<file path="src/rtl/mem_alu_sequencer.sv">
// Memory-to-memory ALU micro-sequencer: reads up to two operands from the data
// memory, applies ADD/SUB/AND/MOV and writes the result back to a destination word.
module mem_alu_sequencer #(
    parameter int unsigned DW = 4,
    parameter int unsigned AW = 4
) (
    input  logic          CLK,
    input  logic          RST,
    input  logic          START,
    input  logic [1:0]    OP,
    input  logic [AW-1:0] SRC_A,
    input  logic [AW-1:0] SRC_B,
    input  logic [AW-1:0] DST,
    output logic          BUSY,
    output logic          DONE,
    output logic [DW-1:0] RESULT,
    output logic          CARRY,
    output logic          ZERO,
    output logic [AW-1:0] MEM_ADDR,
    output logic          MEM_WR,
    output logic [DW-1:0] MEM_DIN,
    input  logic [DW-1:0] MEM_DOUT
);

    localparam logic [1:0] OP_ADD = 2'b00;
    localparam logic [1:0] OP_SUB = 2'b01;
    localparam logic [1:0] OP_AND = 2'b10;
    localparam logic [1:0] OP_MOV = 2'b11;

    typedef enum logic [2:0] {
        S_IDLE = 3'd0,
        S_RD_A = 3'd1,
        S_RD_B = 3'd2,
        S_WB   = 3'd3,
        S_DONE = 3'd4
    } state_e;

    state_e        state_q, state_d;
    logic [1:0]    op_q;
    logic [AW-1:0] src_a_q, src_b_q, dst_q;
    logic [DW-1:0] reg_a_q, reg_b_q, result_q;
    logic          carry_q, zero_q;

    logic [DW:0]   sum_w, diff_w;
    logic [DW-1:0] alu_res;
    logic          alu_carry;

    // Operand ALU; the extra top bit of the subtract is the unsigned borrow.
    always_comb begin
        sum_w     = {1'b0, reg_a_q} + {1'b0, reg_b_q};
        diff_w    = {1'b0, reg_a_q} - {1'b0, reg_b_q};
        alu_res   = reg_a_q;
        alu_carry = 1'b0;
        case (op_q)
            OP_ADD: begin
                alu_res   = sum_w[DW-1:0];
                alu_carry = sum_w[DW];
            end
            OP_SUB: begin
                alu_res   = diff_w[DW-1:0];
                alu_carry = diff_w[DW];
            end
            OP_AND:  alu_res = reg_a_q & reg_b_q;
            default: alu_res = reg_a_q;
        endcase
    end

    always_ff @(posedge CLK) begin
        if (RST) state_q <= S_IDLE;
        else     state_q <= state_d;
    end

    always_comb begin
        state_d = state_q;
        case (state_q)
            S_IDLE:  if (START) state_d = S_RD_A;
            S_RD_A:  state_d = (op_q == OP_MOV) ? S_WB : S_RD_B;
            S_RD_B:  state_d = S_WB;
            S_WB:    state_d = S_DONE;
            S_DONE:  state_d = S_IDLE;
            default: state_d = S_IDLE;
        endcase
    end

    // Memory-facing outputs depend only on state and latched command fields.
    always_comb begin
        BUSY     = 1'b0;
        DONE     = 1'b0;
        MEM_ADDR = '0;
        MEM_WR   = 1'b0;
        MEM_DIN  = '0;
        case (state_q)
            S_RD_A: begin
                BUSY     = 1'b1;
                MEM_ADDR = src_a_q;
            end
            S_RD_B: begin
                BUSY     = 1'b1;
                MEM_ADDR = src_b_q;
            end
            S_WB: begin
                BUSY     = 1'b1;
                MEM_ADDR = dst_q;
                MEM_WR   = 1'b1;
                MEM_DIN  = alu_res;
            end
            S_DONE:  DONE = 1'b1;
            default: ;
        endcase
    end

    always_ff @(posedge CLK) begin
        if (RST) begin
            op_q     <= '0;
            src_a_q  <= '0;
            src_b_q  <= '0;
            dst_q    <= '0;
            reg_a_q  <= '0;
            reg_b_q  <= '0;
            result_q <= '0;
            carry_q  <= 1'b0;
            zero_q   <= 1'b0;
        end else begin
            case (state_q)
                S_IDLE: if (START) begin
                    op_q    <= OP;
                    src_a_q <= SRC_A;
                    src_b_q <= SRC_B;
                    dst_q   <= DST;
                end
                S_RD_A: reg_a_q <= MEM_DOUT;
                S_RD_B: reg_b_q <= MEM_DOUT;
                S_WB: begin
                    result_q <= alu_res;
                    carry_q  <= alu_carry;
                    zero_q   <= (alu_res == '0);
                end
                default: ;
            endcase
        end
    end

    assign RESULT = result_q;
    assign CARRY  = carry_q;
    assign ZERO   = zero_q;

endmodule

</file>
<file path="config.mk">
export PLATFORM = sky130hd
export DESIGN_NAME = mem_alu_sequencer
export DESIGN_NICKNAME = d
export VERILOG_FILES = /design/src/rtl/mem_alu_sequencer.sv
export SDC_FILE = /design/constraint.sdc
export NUM_CORES = 1
export LEC_CHECK = 0
export BUFFER_PORTS_ARGS = -buffer_cell sky130_fd_sc_hd__buf_2
export CORE_MARGIN = 2
export CORE_UTILIZATION = 53
export DETAILED_ROUTE_END_ITERATION = 16
export GPL_TIMING_DRIVEN = 0
export HOLD_SLACK_MARGIN = 0.12
export PLACE_DENSITY = 0.79
export SLEW_MARGIN = 30
export SYNTH_ARGS = -nofsm -noshare
export SYNTH_HDL_FRONTEND = slang
export SYNTH_SLANG_ARGS = --single-unit
</file>
<file path="constraint.sdc">
create_clock -name CLK -period 2.9 [get_ports CLK]
set_clock_uncertainty 0.05 [all_clocks]
set_input_delay 0.145 -clock CLK [delete_from_list [all_inputs] [get_ports CLK]]
set_output_delay 0.145 -clock CLK [all_outputs]
set_load 0.005 [all_outputs]
</file>
* Yosys cells after proc, flatten, opt, wreduce, memory -nomap -nowiden
Cells that the tools add are included.
Cells by class: add/subtract/negate cells 2, equality and inequality tests 8, mux-type cells 10, bitwise gates (word level) 1, reductions and logical operators 5
Operators by type and width (number):
- $pmux 4 s3 | 2
- $pmux 3 s4 | 1
- $eq 3x2->1 const B | 2
- $add 4x4->5 | 1
- $sub 4x4->5 | 1
- $and 4x4->4 | 1
- $eq 2x2->1 const B | 2
- $logic_not 4->1 | 1
- $mux 1 | 4
- $mux 4 | 1
- $eq 3x1->1 const B | 1
- $eq 3x3->1 const B | 1
- $logic_not 3->1 | 1
- $mux 3 | 1
- $reduce_or 3->1 | 1
- $eq 2x1->1 const B | 1
- $logic_not 2->1 | 1
- $ne 2x2->1 const B | 1
- $pmux 1 s2 | 1
- $reduce_and 2->1 | 1
Storage, ports and cells: register bits 31, input bits 21, output and inout port bits 17, word-level logic and storage cells 36

* Logic depth before layout (Yosys ltp)
depth after elaboration 3, gate-level depth with buffers 8

* Worst setup path before layout
OpenSTA, ideal clock, no wires.
path type register -> register, start reg reg_a_q[0], end reg zero_q (netlist: ZERO), data arrival time 1.921 ns, data required time 2.791 ns, setup slack 0.870 ns, stages on the path, launching flop included 8, path buffers 0, path through dfxtp_1 > inv_1 > ha_1 > fa_1 > inv_1 > mux4_2 > nor4_1 > a31o_1
On the way: cells in the longest elaborated chain, start to end 3
Ends and longest elaborated chain:
- from (decl) | RTL line 41 | logic [DW-1:0] reg_a_q, reg_b_q, result_q;
- from (signal assigned) | RTL line 118 | reg_a_q <= '0;
- from (signal assigned) | RTL line 131 | S_RD_A: reg_a_q <= MEM_DOUT;
- $sub 4x4->5, or another cell as far along | RTL line 51 | diff_w = {1'b0, reg_a_q} - {1'b0, reg_b_q};
- $pmux 4 s3 (*) | RTL line 54 | case (op_q)
- $logic_not 4->1 (*) | RTL line 136 | zero_q <= (alu_res == '0);
- to (signal assigned) | RTL line 136
- to (decl) | RTL line 42 | logic carry_q, zero_q;
Mark *: on every way between the ends. The rest lies on a longest branch, timed or not. A chain may end at the register's enable or synchronous reset.

* Final worst setup path
start reg reg_a_q[0], end out MEM_DIN[1]
On the way: cells in the longest elaborated chain, start to end 3
Ends and longest elaborated chain:
- $sub 4x4->5 / $add 4x4->5 (equally long branches) | RTL line 51, 50
- $pmux 4 s3 (*) | RTL line 54
- $mux 4 (*) | RTL line 92 | case (state_q)
- to (decl) | RTL line 21 | output logic [DW-1:0] MEM_DIN,
Marks and branches as above.

==> flow_metrics.py <==
metrics = {
    "global_routing": {
        "first_global_vias": 1472,
        "use_met3_pct": 6.494,
        "track_usage_pct": 24.69,
        "grt_use_met1_pct": 27.43,
        "busiest_layer": "met2",
        "grt_overflow_total": 0,
        "grt_pass1_wl_mm": 6.437,
        "grt_max_degree": 11,
        "grtUsageMet2_pct": 43.48,
        "antenna_found_initial": 0,
    },
    "clocking": {
        "cts_resized": 0,
        "htree_levels": 2,
        "cts_buffers": 5,
        "clockRootBuffer": "clkbuf_4",
        "clk_latency_ns": 0.34,
        "cts_tree": "yes",
        "cts.sinks": 31,
        "clockBufferDepth": 2,
        "clkSlewWorstSetupHoldPaths_ns": 0.10,
    },
    "worst_hold_path": {
        "holdPathEnd": "ZERO",
        "hold_path_class": "input pin to flip-flop",
        "worstHoldPathCells": 3,
        "min_from": "RST",
    },
    "placed_design": {
        "io_buffer_count": 37,
        "gp_congestion": 0.8116,
        "hpwl_mm": 2.749,
        "dp_slack_ns": 0.6964,
        "place_area_um2": 1904,
    },
    "worst_setup_path": {
        "crit_path_cell_trace": "inv_1 > ha_1 > fa_1 > inv_1 > mux4_2 > nand2_1 > inv_1 > buf_2",
        "slowest_delay_ns": 0.50,
        "r2r-end": "ZERO",
        "crit_path_start_kind": "flip-flop",
        "required_ns": 2.71,
        "critPathBufInv": 4,
        "crit_path_frequent_cell": "inv_1",
        "cp.arrival_ns": 2.32,
        "critical_path.endpoint_type": "output pin",
        "cpLargestDelayFamily": "adder cells",
        "ff2ff_setup_slack_ns": 0.68,
        "critPathKind": "flip-flop to output pin",
        "r2r-start": "reg_a_q[0]",
        "worst_path_max_delay_cell": "fa_1",
        "reg2reg_depth": 7,
        "critical_path.max_fanout": 4,
    },
    "finish": {
        "final_util_pct": 71.69,
        "n_fill_cell": 244,
        "stdcell_area_um2": 2171,
        "drive_gt1_share_pct": 24.14,
        "num_antenna_cells": 0,
        "regArea_um2": 620.6,
        "nets": 291,
        "area_growth_pct": 30.45,
        "multiInputGateArea_um2": 943.4,
    },
    "routing": {
        "wl_mm": 4.106,
        "vias": 1580,
        "wl_per_cell_um": 13.46,
        "drt_pre_antenna_iters": 4,
        "final_antenna_net_count": 0,
        "route.detailed.drc": 0,
        "drt_iter0_drc": 71,
        "vias_per_cell": 5.180,
    },
    "synth": {
        "yosysTopAreaCellShare_pct": 37.29,
        "synth_area_per_cell_um2": 8.405,
        "synth.net_count": 229,
        "synth-seq-cells": 31,
        "synth_warnings": 0,
        "synth.top_cells.by_count": "36 x nand2_1, 31 x dfxtp_1, 26 x nor2_1, 19 x a21oi_1, 13 x mux2i_1",
        "synth.top_cells.by_area": "dfxtp_1 37%, nand2_1 8.1%, mux2i_1 7.8%",
        "netlist-cell-type-count": 36,
        "syn_inst": 198,
        "synth_edf_count": 0,
        "synthArstFlopShare_pct": 0,
        "yosysMostFrequentCell": "nand2_1",
        "ys_seq_area_share_pct": 37.29,
        "synth_largest_area_cell": "dfxtp_1",
        "syn_area_um2": 1664,
        "synthFlopType": "dfxtp_1",
    },
    "run": {
        "max_cap_viol_count": 0,
    },
    "timing": {
        "hold_violations": 0,
        "worstMarginPinSlew_ns": 0.5251,
        "rsz0062_at_grt": "no",
        "finalCritPeriodShare_pct": 86.62,
        "fin_crit_ns": 2.512,
        "fmax_mhz": 398.1,
        "layout_setup_ws_ns": 0.3880,
        "finalSetupTns_ns": 0,
        "finalSetupViolations": 0,
        "max_slew_margin_pct": 64.87,
        "maxSlewViolCount": 0,
    },
    "die": {
        "fp.dieW_um": 60.04,
        "die_area_um2": 3604,
        "start_util_pct": 54.96,
        "die_h_um": 60.04,
        "ios": 38,
        "row_count": 20,
        "core_um2": 3028,
    },
    "pwr": {
        "power_leakage_nw": 0.9666,
        "irDropWorstVdd_mv": 0.4036,
        "p_per_area_nw_per_um2": 480.1,
    },
    "outcome": {
        "outcome": "finished clean",
    },
}
[area by class of cell]
cell class	count	area share (%)
buffer	11	2.536
clock buffer	6	2.363
clock inverter	2	1.614
inverter	12	2.075
multi-input combinational	144	43.46
sequential	31	28.59
tap	44	2.536
timing repair buffer	55	16.83
[report_power, final]
part	internal, mW	switching, mW
sequential	0.450	0.0162
combinational	0.0994	0.114
clock	0.204	0.159
[cell families after synthesis]
family                     after synthesis  synth area share, %
xor gates and xnor gates                 1               0.5264
DFF                                     31                37.29
and+or+nand+nor                         79                21.43
adders and majority gates               10                8.421
AOI/OAI and AO/OA                       35                13.76
muxes                                   19                12.56
buffers and inverters                   23                6.015
[how the worst max path moves through the flow]
stage | startpoint | to | slack, ns | cells past startpoint
floorplan | reg_a_q[0] | ZERO | 0.87 | 7
global placement | reg_a_q[0] | ZERO | 0.74 | 7
detailed placement | reg_a_q[0] | ZERO | 0.70 | 7
CTS | reg_a_q[0] | MEM_DIN[1] | 0.38 | 8
global route | reg_a_q[0] | MEM_DIN[1] | 0.28 | 8
finish | reg_a_q[0] | MEM_DIN[1] | 0.39 | 8
[per-layer routing]
layer  share of wire (%)  up-vias  wire (um)
met5                   0        -          0
li1                    -      784          -
met4                 2.8        0        114
met2                  51       53       2076
met1                  42      733       1712
met3                 4.9       10        203
[cells in the final DEF, fill, tap and decap left out, types with 8 or more instances in the layout]
cell / Yosys / routed
nand2_1: 36 / 36
nor2_1: 26 / 26
mux2i_1: 13 / 13
buf_2: 5 / 42
dlygate4sd3_1: 0 / 18
ha_1: 8 / 8
dfxtp_1: 31 / 31
a21oi_1: 19 / 19
inv_1: 11 / 11
[per-stage QoR]
stage | cells | total power, mW | hold WS (ns)
global placement | 279 | 0.6586 | 0.3387
CTS | 305 | 1.040 | 0.1348
floorplan | 198 | 0.6079 | 0.2310
global route | 305 | 1.091 | 0.1466
detailed placement | 279 | 0.6662 | 0.3420
finish | 305 | 1.042 | 0.1421
[worst min-delay path: stages]
cell and delay [ns]:
buf_2 0.12, nor3b_1 0.06, a31o_1 0.17
[registers in the layout, indices dropped and copies added, names as in the netlist]
register  flops
RESULT        4
src_a_q       4
op_q          2
ZERO          1
reg_a_q       4
reg_b_q       4
state_q       3
dst_q         4
CARRY         1
src_b_q       4
[timing repair]
action / 4_1_cts / 5_1_grt
setup buffers: 0 / 0
hold endpoints to repair: 22 / 0
hold buffers: 18 / 0
(Power assumes the default switching activity.)
